File: config.mk
export PLATFORM = sky130hd
export DESIGN_NAME = fifo_stream_reader
export DESIGN_NICKNAME = d
export VERILOG_FILES = /design/src/rtl/fifo_stream_reader.sv
export SDC_FILE = /design/constraint.sdc
export NUM_CORES = 1
export LEC_CHECK = 0
export CORE_UTILIZATION = 35
export DETAILED_ROUTE_END_ITERATION = 8
export SYNTH_ARGS = -nofsm -noshare
export SYNTH_HDL_FRONTEND = slang
export SYNTH_SLANG_ARGS = --single-unit
export TNS_END_PERCENT = 1
File: constraint.sdc
create_clock -name clk -period 2.25 [get_ports clk]
set_clock_uncertainty 0.2 [all_clocks]
set_input_delay 0.225 -clock clk [delete_from_list [all_inputs] [get_ports clk]]
set_output_delay 0.225 -clock clk [all_outputs]
set_load 0.03 [all_outputs]
File: src/rtl/fifo_stream_reader.sv
// Read-side controller for the synchronous FIFO: drains the registered read port into a
// 3-entry buffer and presents it as a valid/ready stream with burst framing.
module fifo_stream_reader #(
    parameter int unsigned DATA_WIDTH = 8,
    parameter int unsigned BURST_LEN  = 4
) (
    input  logic                               clk,
    input  logic                               rst_n,
    input  logic                               enable,
    input  logic                               fifo_empty,
    output logic                               fifo_r_en,
    input  logic [DATA_WIDTH-1:0]              fifo_rdata,
    output logic                               m_valid,
    input  logic                               m_ready,
    output logic [DATA_WIDTH-1:0]              m_data,
    output logic                               m_last,
    output logic [$clog2(BURST_LEN + 1)-1:0]   beat_cnt,
    output logic [15:0]                        word_count,
    output logic                               idle
);

    localparam int unsigned BeatW = $clog2(BURST_LEN + 1);
    localparam logic [BeatW-1:0] LastBeat = BeatW'(BURST_LEN - 1);

    logic [DATA_WIDTH-1:0] mem_q [3];
    logic [1:0]            wr_ptr_q, wr_ptr_d;
    logic [1:0]            rd_ptr_q, rd_ptr_d;
    logic [1:0]            count_q, count_d;
    logic                  rd_pending_q;
    logic [BeatW-1:0]      beat_q, beat_d;
    logic [15:0]           word_count_q, word_count_d;
    logic [2:0]            occupancy;
    logic                  capture;
    logic                  handshake;

    function automatic logic [1:0] ptr_inc(input logic [1:0] p);
        return (p == 2'd2) ? 2'd0 : p + 2'd1;
    endfunction

    // In-flight read reserves a slot, so a capture always finds room.
    assign occupancy = {1'b0, count_q} + {2'b00, rd_pending_q};
    assign fifo_r_en = rst_n & enable & ~fifo_empty & (occupancy < 3'd3);

    assign capture    = rd_pending_q;
    assign m_valid    = (count_q != 2'd0);
    assign handshake  = m_valid & m_ready;
    assign m_last     = m_valid & (beat_q == LastBeat);
    assign beat_cnt   = beat_q;
    assign word_count = word_count_q;
    assign idle       = (count_q == 2'd0) & ~rd_pending_q;

    always_comb begin
        m_data = mem_q[0];
        if (rd_ptr_q == 2'd1) begin
            m_data = mem_q[1];
        end else if (rd_ptr_q == 2'd2) begin
            m_data = mem_q[2];
        end
    end

    always_comb begin
        wr_ptr_d     = capture ? ptr_inc(wr_ptr_q) : wr_ptr_q;
        rd_ptr_d     = handshake ? ptr_inc(rd_ptr_q) : rd_ptr_q;
        count_d      = count_q;
        unique case ({capture, handshake})
            2'b10:   count_d = count_q + 2'd1;
            2'b01:   count_d = count_q - 2'd1;
            default: count_d = count_q;
        endcase
        beat_d       = beat_q;
        if (handshake) begin
            beat_d = m_last ? '0 : beat_q + BeatW'(1);
        end
        word_count_d = word_count_q + 16'(handshake);
    end

    always_ff @(posedge clk) begin
        if (!rst_n) begin
            wr_ptr_q     <= 2'd0;
            rd_ptr_q     <= 2'd0;
            count_q      <= 2'd0;
            rd_pending_q <= 1'b0;
            beat_q       <= '0;
            word_count_q <= 16'd0;
        end else begin
            wr_ptr_q     <= wr_ptr_d;
            rd_ptr_q     <= rd_ptr_d;
            count_q      <= count_d;
            rd_pending_q <= fifo_r_en;
            beat_q       <= beat_d;
            word_count_q <= word_count_d;
        end
    end

    // Data storage needs no reset; m_data is only meaningful while m_valid.
    always_ff @(posedge clk) begin
        for (int i = 0; i < 3; i++) begin
            if (rst_n && capture && (wr_ptr_q == 2'(i))) begin
                mem_q[i] <= fifo_rdata;
            end
        end
    end

endmodule
Word-level counts from Yosys, hierarchy flattened. Memory sizes are Yosys's and may differ from the RTL's. Index checks and enable logic that the tools add are counted.

Register bits after elaboration: 26. Latch bits: 0. Bits in writable memories: 24. Memory bits (read-only): 0. Input bits: 13. Output and inout bits: 31. Word-level logic and storage cells: 58. Memories: 1.

$add $sub $neg: 7. Multiply operators: 0. Divide/modulo/power cells: 0. Order comparisons: 1. Eq/ne operators: 7. Shift operators: 0. Muxes and demuxes: 18. Bitwise operators: 8. Reductions and logical operators: 10.

Memories: mem_q (words 3, width 8, read ports 3, clocked after memory_dff 0, wr ports 1, RTL line 25) `logic [DATA_WIDTH-1:0] mem_q [3];`.

Operators with widths (number): two-way mux 8 bit (4); adder 16 x 1 -> 16 bit (1); OR reduction 8 bit (2); two-way mux 1 bit (8); two-way mux 2 bit (4); adder 2 x 1 -> 2 bit (second input constant) (3); AND 1 bit (6); equality test 2 x 1 -> 1 bit (second input constant) (3); equality test 2 bit (second input constant) (3); logical AND 1 bit (4); zero test 2 bit (2); case mux 2 bit (2 select lines) (1); nonzero test 2 bit (2); adder 2 x 1 -> 3 bit (1); adder 3 x 1 -> 3 bit (second input constant) (1); equality test 3 x 2 -> 1 bit (second input constant) (1); less-than comparator 3 x 2 -> 1 bit (second input constant) (1); two-way mux 3 bit (1); NOT 1 bit (2); subtractor 2 x 1 -> 2 bit (second input constant) (1).

Longest topological paths before layout. Gate-level depths: netlist of the first run.

Depth in word-level cells: 7. Gate-level depth with buffers: 7. Gate-level depth less buffers: 7.

Least setup slack after synthesis of the first run. No wires, ideal clock.

Path type: register to output. Start point: register count_q[0]. End point: output fifo_r_en. Arrival time: 2.360 ns. Data required time: 1.825 ns. Slack: -0.535 ns. Stages on the path, launching flop included: 4. Buffers on the path: 0. Cell sequence: dfxtp_1 > ha_1 > ha_1 > a2111oi_0.

Word-level cells in the longest chain between the ends: 3.

RTL lines: start: declaration (RTL line 28) `logic [1:0] count_q, count_d;`; start signal: assignment (RTL line 88) `count_q <= count_d;`; adder 2 x 1 -> 3 bit (RTL line 41) `assign occupancy = {1'b0, count_q} + {2'b00, rd_pending_q};`; less-than comparator 3 x 2 -> 1 bit (RTL line 42) `assign fifo_r_en = rst_n & enable & ~fifo_empty & (occupancy < 3'd3);`; AND 1 bit (RTL line 42); end: declaration (RTL line 11) `output logic fifo_r_en,`.

No other way between the ends.

Worst setup path after layout of the first run.
Start point: register count_q[1]. End point: output idle.

Word-level cells in the longest chain between the ends: 2.

RTL lines: zero test 2 bit (RTL line 50) `assign idle = (count_q == 2'd0) & ~rd_pending_q;`; AND 1 bit (RTL line 50); end: declaration (RTL line 19) `output logic idle`.

No other way between the ends.

==> impl_metrics.toml, run 1 <==
[finish]
final_cell_mix = "clkdlybuf4s50_1, dfxtp_1, edfxtp_1"
final_util_pct = 47.7
final_common_cell = "clkdlybuf4s50_1"
ff_latch_area_um2 = 1240
area_growth_pct = 30.3
diodes = 0
drive_gt1_share_pct = 13.8
fill_cells = 588
stdcell_count = 329
multi_input_area_um2 = 903
nets = 272

[run_status]
status = "complete, no violations"

[critical_path]
r2r_cells = 7
ff2ff_setup_slack_ps = 190
path_class = "register to primary output"
r2r_start = "count_q[0]"
end_kind = "primary output"
arrival_ps = 1750
crit_required_ps = 1820
timing.rr.end = "word_count[10]"
cp_max_fo = 5
cp-start-kind = "register"

[floorplanning]
io_pins = 44
start_util_pct = 36.7
coreArea_um2 = 5990
die_h_um = 81.2
die_w_um = 81.2
row_count = 28
die-area_um2 = 6590

[sta]
layout_min_cycle_time_ps = 2170
period_share_pct = 96.6
setup_tns_ps = 0
rsz0062_at_grt = "no"
slew_viol_final = 0
hold_viol = 0
fmax_mhz = 460
setup_viol = 0
worst_slew_pin_slew_ps = 625
relSlewSlack_pct = 58.3

[job]
cap_violations = 0

[clock_tree]
htreeDepth = 2
cts_resized = 0
clockBufferDepth = 2
cts_tree = "done"
cts.clk_slew.worst_paths_ps = 90
cts_root_buf = "clkbuf_8"
cts_buffers = 5
hold_buffers = 0
clock-sinks = 50
post_cts_buffers = 0
clk_latency_ps = 310

[power]
power_density_nw_per_um2 = 671
ir_drop_mv = 0.409
cellLeakagePower_uw = 0.00100

[synth]
synth_top_family_by_area = "simple AND/OR/NAND/NOR gates"
synth_area_leaders = "edfxtp_1, dfxtp_1, mux2i_1"
ys_ff_latch = 50
synthMuxAreaShare_pct = 5.47
synth.distinct_cells = 33
synth-compound-area-share_pct = 11.5
synthArstFlopShare_pct = 0
synth_area_um2 = 2200
synth_cells = 199
yosysSeqAreaShare_pct = 56.5
syn_avg_cell_area_um2 = 11.0
synth_enable_flop_cells = 24
synthXorXnorAreaFrac_pct = 1.99
synthAdderAreaFrac_pct = 3.42
synthSimpleGateAreaFrac_pct = 18.5
yosys_warnings = 0
ys.flop_type = "dfxtp_1"
yosys.area.top_type = "edfxtp_1"
synth_top_area_share_pct = 32.8
synth_nets = 218

[global_routing]
grt_pass1_wl_mm = 6.53
antenna_found_initial = 0
grt_max_degree = 20
grt_overflow_total = 0
grt_usage_pct = 13.5
grt_pass1_vias = 1440

[route]
first_iter_violations = 43
detail-route-antenna-nets = 0
first_pass_iters = 4
route.met2.wl_mm = 1.89
route.detailed.drc = 0
vias = 1654
wl_met3_um = 204
wl_mm = 4.21
top_layer_used = "met4"
avgViaCountPerCell = 5.03
wl_per_cell_um = 12.8
wl_met1_mm = 1.98

[worst_hold_path]
hp-start = "beat_cnt[2]"
min_to = "beat_cnt[2]"
hold_class = "register to register"
whs_path_depth = 2

[placement]
dpl.hpwl_mm = 2.99
place_congestion = 0.799
numPortBuffers = 43
dpl.cell_count = 321
## through the flow
| step | hold WS (ps) | setup slack (ps) | area (um^2) | power, uW |
|---|---|---|---|---|
| floorplan | 108 | 15.5 | 2200 | 1240 |
| global placement | 232 | -57.2 | 2760 | 1390 |
| detailed placement | 240 | -116 | 2760 | 1390 |
| CTS | 254 | 3.40 | 2860 | 1940 |
| global route | 285 | 23.2 | 2860 | 2000 |
| finish | 249 | 77.5 | 2860 | 1920 |
## flip-flops by register name, indices dropped and copies added, names as in the netlist
register,flops
count_q,2
capture,1
wr_ptr_q,2
mem_q,24
rd_ptr_q,2
word_count,16
beat_cnt,3
## cells in the mapped netlist (4+ instances only)
| cell | number |
|---|---|
| a211oi_1 | 8 |
| a21oi_1 | 22 |
| buf_2 | 4 |
| clkbuf_1 | 4 |
| dfxtp_1 | 26 |
| edfxtp_1 | 24 |
| ha_1 | 6 |
| inv_1 | 5 |
| mux2i_1 | 12 |
| nand2_1 | 15 |
| nand2b_1 | 6 |
| nand3_1 | 6 |
| nand4_1 | 5 |
| nor2_1 | 6 |
| nor2b_1 | 9 |
| o21ai_0 | 5 |
| or3_1 | 4 |
## final cells by class
| type | instances | share of cell area (%) |
|---|---|---|
| clock inverter | 3 | 1.01 |
| inverter | 6 | 0.787 |
| timing repair buffer | 55 | 17.5 |
| multi-input combinational | 135 | 31.6 |
| sequential | 50 | 43.4 |
| clock buffer | 5 | 2.41 |
| tap | 75 | 3.28 |
## worst max-delay path, stage by stage, from the launching register on
cell and delay [ps]:
dfxtp_2 350, or2_2 310, nor2_1 100, clkdlybuf4s50_1 680
## layer usage
metal  GRT usage, %  vias up
li1               -      849
met1           17.4      754
met2           20.6       38
met3           3.48       13
met4           6.96        0
met5              0        -
## power breakdown
part / internal [uW] / switching [uW] / leakage [uW]
Sequential: 975 / 19.9 / 0.000427
Combinational: 166 / 206 / 0.000523
Clock: 233 / 320 / 0.0000506
Total: 1370 / 546 / 0.00100
## logic make-up after synthesis
logic type	Yosys count
flops	50
mux	12
fa+ha+maj	6
xor+xnor	5
buf+inv	14
compound gates	42
simple gates	70
## worst max-delay path by stage
| stage | startpoint | end | slack (ps) | cells after the start |
|---|---|---|---|---|
| 6_report | count_q[1] | idle | 80 | 3 |
| 5_1_grt | count_q[1] | idle | 20 | 3 |
| 4_1_cts | beat_cnt[0] | m_last | 3 | 4 |
| 3_5_place_dp | m_ready | word_count[10] | -120 | 8 |
| 3_3_place_gp | m_ready | word_count[12] | -60 | 8 |
| 2_1_floorplan | count_q[0] | word_count[10] | 20 | 7 |
(Power assumes the default switching activity.)
==> inputs of run 2 (changes only) <==
--- a/constraint.sdc
+++ b/constraint.sdc
@@ -4,2 +4,2 @@
 set_output_delay 0.225 -clock clk [all_outputs]
-set_load 0.03 [all_outputs]
+set_load 0.05 [all_outputs]
==> impl_metrics.toml, run 2 (same netlist as run 1, synthesis figures left out) <==
[run_status]
status = "complete, no violations"

[finish]
final_common_cell = "clkdlybuf4s50_1"
drive_gt1_share_pct = 16.0
final_util_pct = 50.5
final_cell_mix = "clkdlybuf4s50_1, dfxtp_1, edfxtp_1"
area_growth_pct = 37.7
stdcell_count = 332
top_register = "mem_q"
nets = 275
diodes = 0
largest_register_ffs = 24

[placement]
numPortBuffers = 43
place_congestion = 0.838
dpl.cell_count = 324
dpl.hpwl_mm = 3.21

[route]
first_iter_violations = 102
wl_mm = 4.41
wl_per_cell_um = 13.3
route.detailed.drc = 0
first_pass_iters = 4
avgViaCountPerCell = 5.03
vias = 1669
detail-route-antenna-nets = 0

[sta]
relSlewSlack_pct = 57.3
hold_viol = 0
fmax_mhz = 458
setup_viol = 0
period_share_pct = 96.9
slew_viol_final = 0
worst_slew_pin_slew_ps = 639
rsz0062_at_grt = "no"
layout_min_cycle_time_ps = 2180

[floorplanning]
coreArea_um2 = 5990
die_h_um = 81.2
row_count = 28
die_w_um = 81.2
start_util_pct = 36.7
io_pins = 44
die-area_um2 = 6590

[critical_path]
worstPathCellList = "buf_4 > or2_2 > clkdlybuf4s50_1"
cp_max_fo = 4
slowest_delay_ps = 710
cpMaxStageDelayCell = "clkdlybuf4s50_1"
cp-start-kind = "register"
ff2ff_setup_slack_ps = 200
end_kind = "primary output"
crit_required_ps = 1820
path_class = "register to primary output"
timing.rr.end = "word_count[12]"
arrival_ps = 1760
r2r_start = "count_q[1]"
r2r_cells = 7

[power]
p_seq_share_pct = 47.1
intPower_uw = 1520
switchingPower_uw = 595
switching_share_pct = 28.1
clkPwrFrac_pct = 29.0
pwr-share-comb_pct = 24.0
cellLeakagePower_uw = 0.00104
ir_drop_mv = 0.425
power_density_nw_per_um2 = 699

[global_routing]
grt_pass1_wl_mm = 7.29
grt_overflow_total = 0
grt_usage_pct = 14.9
grt_pass1_vias = 1498
antenna_found_initial = 0
grt_max_degree = 25

[clock_tree]
cts_tree = "done"
cts.clk_slew.worst_paths_ps = 90
clock-sinks = 50
cts_root_buf = "clkbuf_8"
cts_buffers = 5
htreeDepth = 2
post_cts_buffers = 0
hold_buffers = 0
clockBufferDepth = 2
clk_latency_ps = 290

[worst_hold_path]
hp-start = "beat_cnt[2]"
whs_path_depth = 2
hold_class = "register to register"
min_to = "beat_cnt[2]"

[job]
cap_violations = 0
## run 2: routing by layer
layer  track usage (%)  share of wire [%]  vias up
met1              21.2                 50      782
met5                 0                  0        -
met3              3.37                3.4        2
met2              22.2                 46       33
li1                  -                  -      852
met4              4.64               0.73        0
## run 2: repair_timing
item                       in CTS  in global routing
pin swaps                       1                  1
resized for setup               1                  1
setup endpoints to repair       1                  4
## run 2: how the worst max path moves through the flow
stage                     startpoint             end  depth (start not counted)
after global placement       m_ready  word_count[12]                          8
final                     count_q[0]         m_valid                          3
after CTS                 count_q[0]       fifo_r_en                          5
after detailed placement     m_ready  word_count[12]                          8
after floorplan           count_q[0]  word_count[10]                          7
after global routing      count_q[0]         m_valid                          3
## run 2: worst max-delay path, delay by kind of cell (launching register included)
family	cells	cell delay, ps
buffers and inverters	2	850
flip-flops	1	320
AND/OR/NAND/NOR	1	300
## run 2: metrics by stage
step           total power, uW  instance area (um^2)  setup slack, ps  TNS, ps  hold WS [ps]
5_1_grt                   2210                  3020             10.2        0           273
6_report                  2120                  3020             68.7        0           252
4_1_cts                   2140                  3020             20.0        0           257
3_5_place_dp              1520                  2900            -82.3     -199           245
2_1_floorplan             1310                  2210             4.27        0           108
3_3_place_gp              1520                  2900            -40.2     -104           251
## run 2: cell type report
| type | instances | area (um^2) |
|---|---|---|
| Fill cell | 543 | 2970 |
| Tap cell | 75 | 93.8 |
| Multi-Input combinational cell | 135 | 928 |
| Clock inverter | 3 | 40.0 |
| Timing Repair Buffer | 58 | 628 |
| Sequential cell | 50 | 1240 |
| Clock buffer | 5 | 68.8 |
| Inverter | 6 | 22.5 |
## run 2: power groups by stage
stage	Clock [uW]	Combinational, uW	Sequential (uW)
detailed placement	0	506	1020
CTS	634	510	996
global placement	0	502	1020
floorplan	0	277	1040
global route	665	545	1000
finish	613	507	996
==> inputs of run 3 (changes only) <==
- GPL_TIMING_DRIVEN: default -> 0
==> impl_metrics.toml, run 3 (same netlist as run 1, synthesis figures left out) <==
[power]
pwr-share-comb_pct = 21.1
ir_drop_mv = 0.460
p_seq_share_pct = 48.3
p_total_uw = 2070
switchingPower_uw = 608
cellLeakagePower_uw = 0.000967
intPower_uw = 1460
clkPwrFrac_pct = 30.6
switching_share_pct = 29.4
power_density_nw_per_um2 = 716

[placement]
placed_area_um2 = 2750
numPortBuffers = 43
dpl.hpwl_mm = 3.20
place_congestion = 0.739

[critical_path]
end_kind = "primary output"
arrival_ps = 1750
path_class = "register to primary output"
r2r_cells = 7
cp_max_fo = 6
slowest_delay_ps = 370
cpMaxStageDelayCell = "dfxtp_1"
r2r_start = "count_q[0]"
cp-start-kind = "register"
worstPathCellList = "ha_1 > ha_1 > a2111oi_4 > clkbuf_4"
timing.rr.end = "word_count[10]"
crit_buf_inv = 1
crit_path_frequent_cell = "ha_1"
worst_path_dominant_cell_family = "adder cells"
crit_required_ps = 1820
ff2ff_setup_slack_ps = 170

[sta]
hold_viol = 0
setup_viol = 0
slew_viol_final = 0
relSlewSlack_pct = 50.3
fin_hold_ws_ps = 263
fmax_mhz = 459
setup_tns_ps = 0
worst_slew_pin_slew_ps = 741
layout_min_cycle_time_ps = 2180
period_share_pct = 96.9
rsz0062_at_grt = "yes"

[clock_tree]
cts_tree = "done"
clockBufferDepth = 2
clk_latency_ps = 310
cts_root_buf = "clkbuf_8"
clock-sinks = 50
htreeDepth = 2
cts_buffers = 5
cts.clk_slew.worst_paths_ps = 90
hold_buffers = 0

[finish]
final_util_pct = 48.2
nets = 270
final_cell_mix = "clkdlybuf4s50_1, dfxtp_1, edfxtp_1"
drive_gt1_share_pct = 15.5
area_growth_pct = 31.6
final_common_cell = "clkdlybuf4s50_1"
top_register = "mem_q"
fin_area_um2 = 2890
largest_register_ffs = 24
diodes = 0

[floorplanning]
io_pins = 44
die_w_um = 81.2
coreArea_um2 = 5990
start_util_pct = 36.7
row_count = 28
die-area_um2 = 6590
die_h_um = 81.2

[route]
wl_per_cell_um = 14.3
route.detailed.drc = 0
wl_mm = 4.66
detail-route-antenna-nets = 0
first_pass_iters = 4
vias = 1663
first_iter_violations = 72
avgViaCountPerCell = 5.09

[job]
cap_violations = 0

[worst_hold_path]
hold_class = "register to register"
hp-start = "beat_cnt[2]"
whs_path_depth = 2
min_to = "beat_cnt[2]"

[global_routing]
grt_usage_pct = 15.1
antenna_found_initial = 0
grt_pass1_wl_mm = 7.42
grt.met2_usage_pct = 24.1
grt_pass1_vias = 1491
grtUsageMet3_pct = 3.15
grt_overflow_total = 0
grt_max_degree = 17
top_usage_layer = "met2"
grt_use_met1_pct = 20.1

[run_status]
status = "complete, no violations"
-- run 3: cell count changes in the layout (fill, tap and decap cells not counted), sizes merged --
cell / change
dlygate4sd2: +2
clkbuf: +7
clkinvlp: +1
clkinv: -1
buf: -14
-- run 3: metal layers --
metal  up-vias  part of all wire [%]  wire length [um]
li1        842                     -                 -
met1       784                    49              2290
met2        30                    46              2140
met3         7                   3.4               160
met4         0                   1.6                74
met5         -                     0                 0
-- run 3: per-stage QoR --
step,worst slack [ps],cells
global placement,-948,317
floorplan,4.27,199
CTS,26.4,327
global route,-21.4,327
finish,70.3,327
detailed placement,-849,318
-- run 3: how the worst max path moves through the flow --
stage                startpoint  cells past startpoint  slack, ps        endpoint
finish                  capture                      4         70       fifo_r_en
global route              rst_n                      4        -20     mem_q[0][7]
CTS                 rd_ptr_q[0]                      6         30       m_data[6]
detailed placement        rst_n                      4       -850    mem_q[0][11]
global placement          rst_n                      4       -950    mem_q[0][16]
floorplan            count_q[0]                      7          4  word_count[10]
-- run 3: power groups by stage --
stage | logic [uW] | clock network (uW) | registers, uW
after detailed placement | 441 | 0 | 1020
final | 436 | 633 | 1000
after global placement | 438 | 0 | 1020
after global routing | 468 | 681 | 1000
after CTS | 430 | 657 | 998
after floorplan | 277 | 0 | 1040
-- run 3: final cells by class --
| type | count | area, um^2 |
|---|---|---|
| timing repair buffer | 45 | 408 |
| clock inverter | 3 | 45.0 |
| buffer | 8 | 47.5 |
| multi-input combinational | 135 | 960 |
| inverter | 6 | 22.5 |
| fill | 580 | 3100 |
| clock buffer | 5 | 68.8 |
| sequential | 50 | 1240 |
| tap | 75 | 93.8 |
-- run 3: worst min-delay path, cell delays in order (launching register included) --
cell and delay [ps]:
dfxtp_1 340, nand2_1 60, a21oi_1 30
-- run 3: repair_timing --
action / CTS / global route
endpoints found under the setup margin: 47 / 26
gates cloned: 0 / 0
gates resized for setup: 61 / 7
pin swaps: 0 / 0
hold endpoints to repair: 0 / 0
buffers inserted: 1 / 0
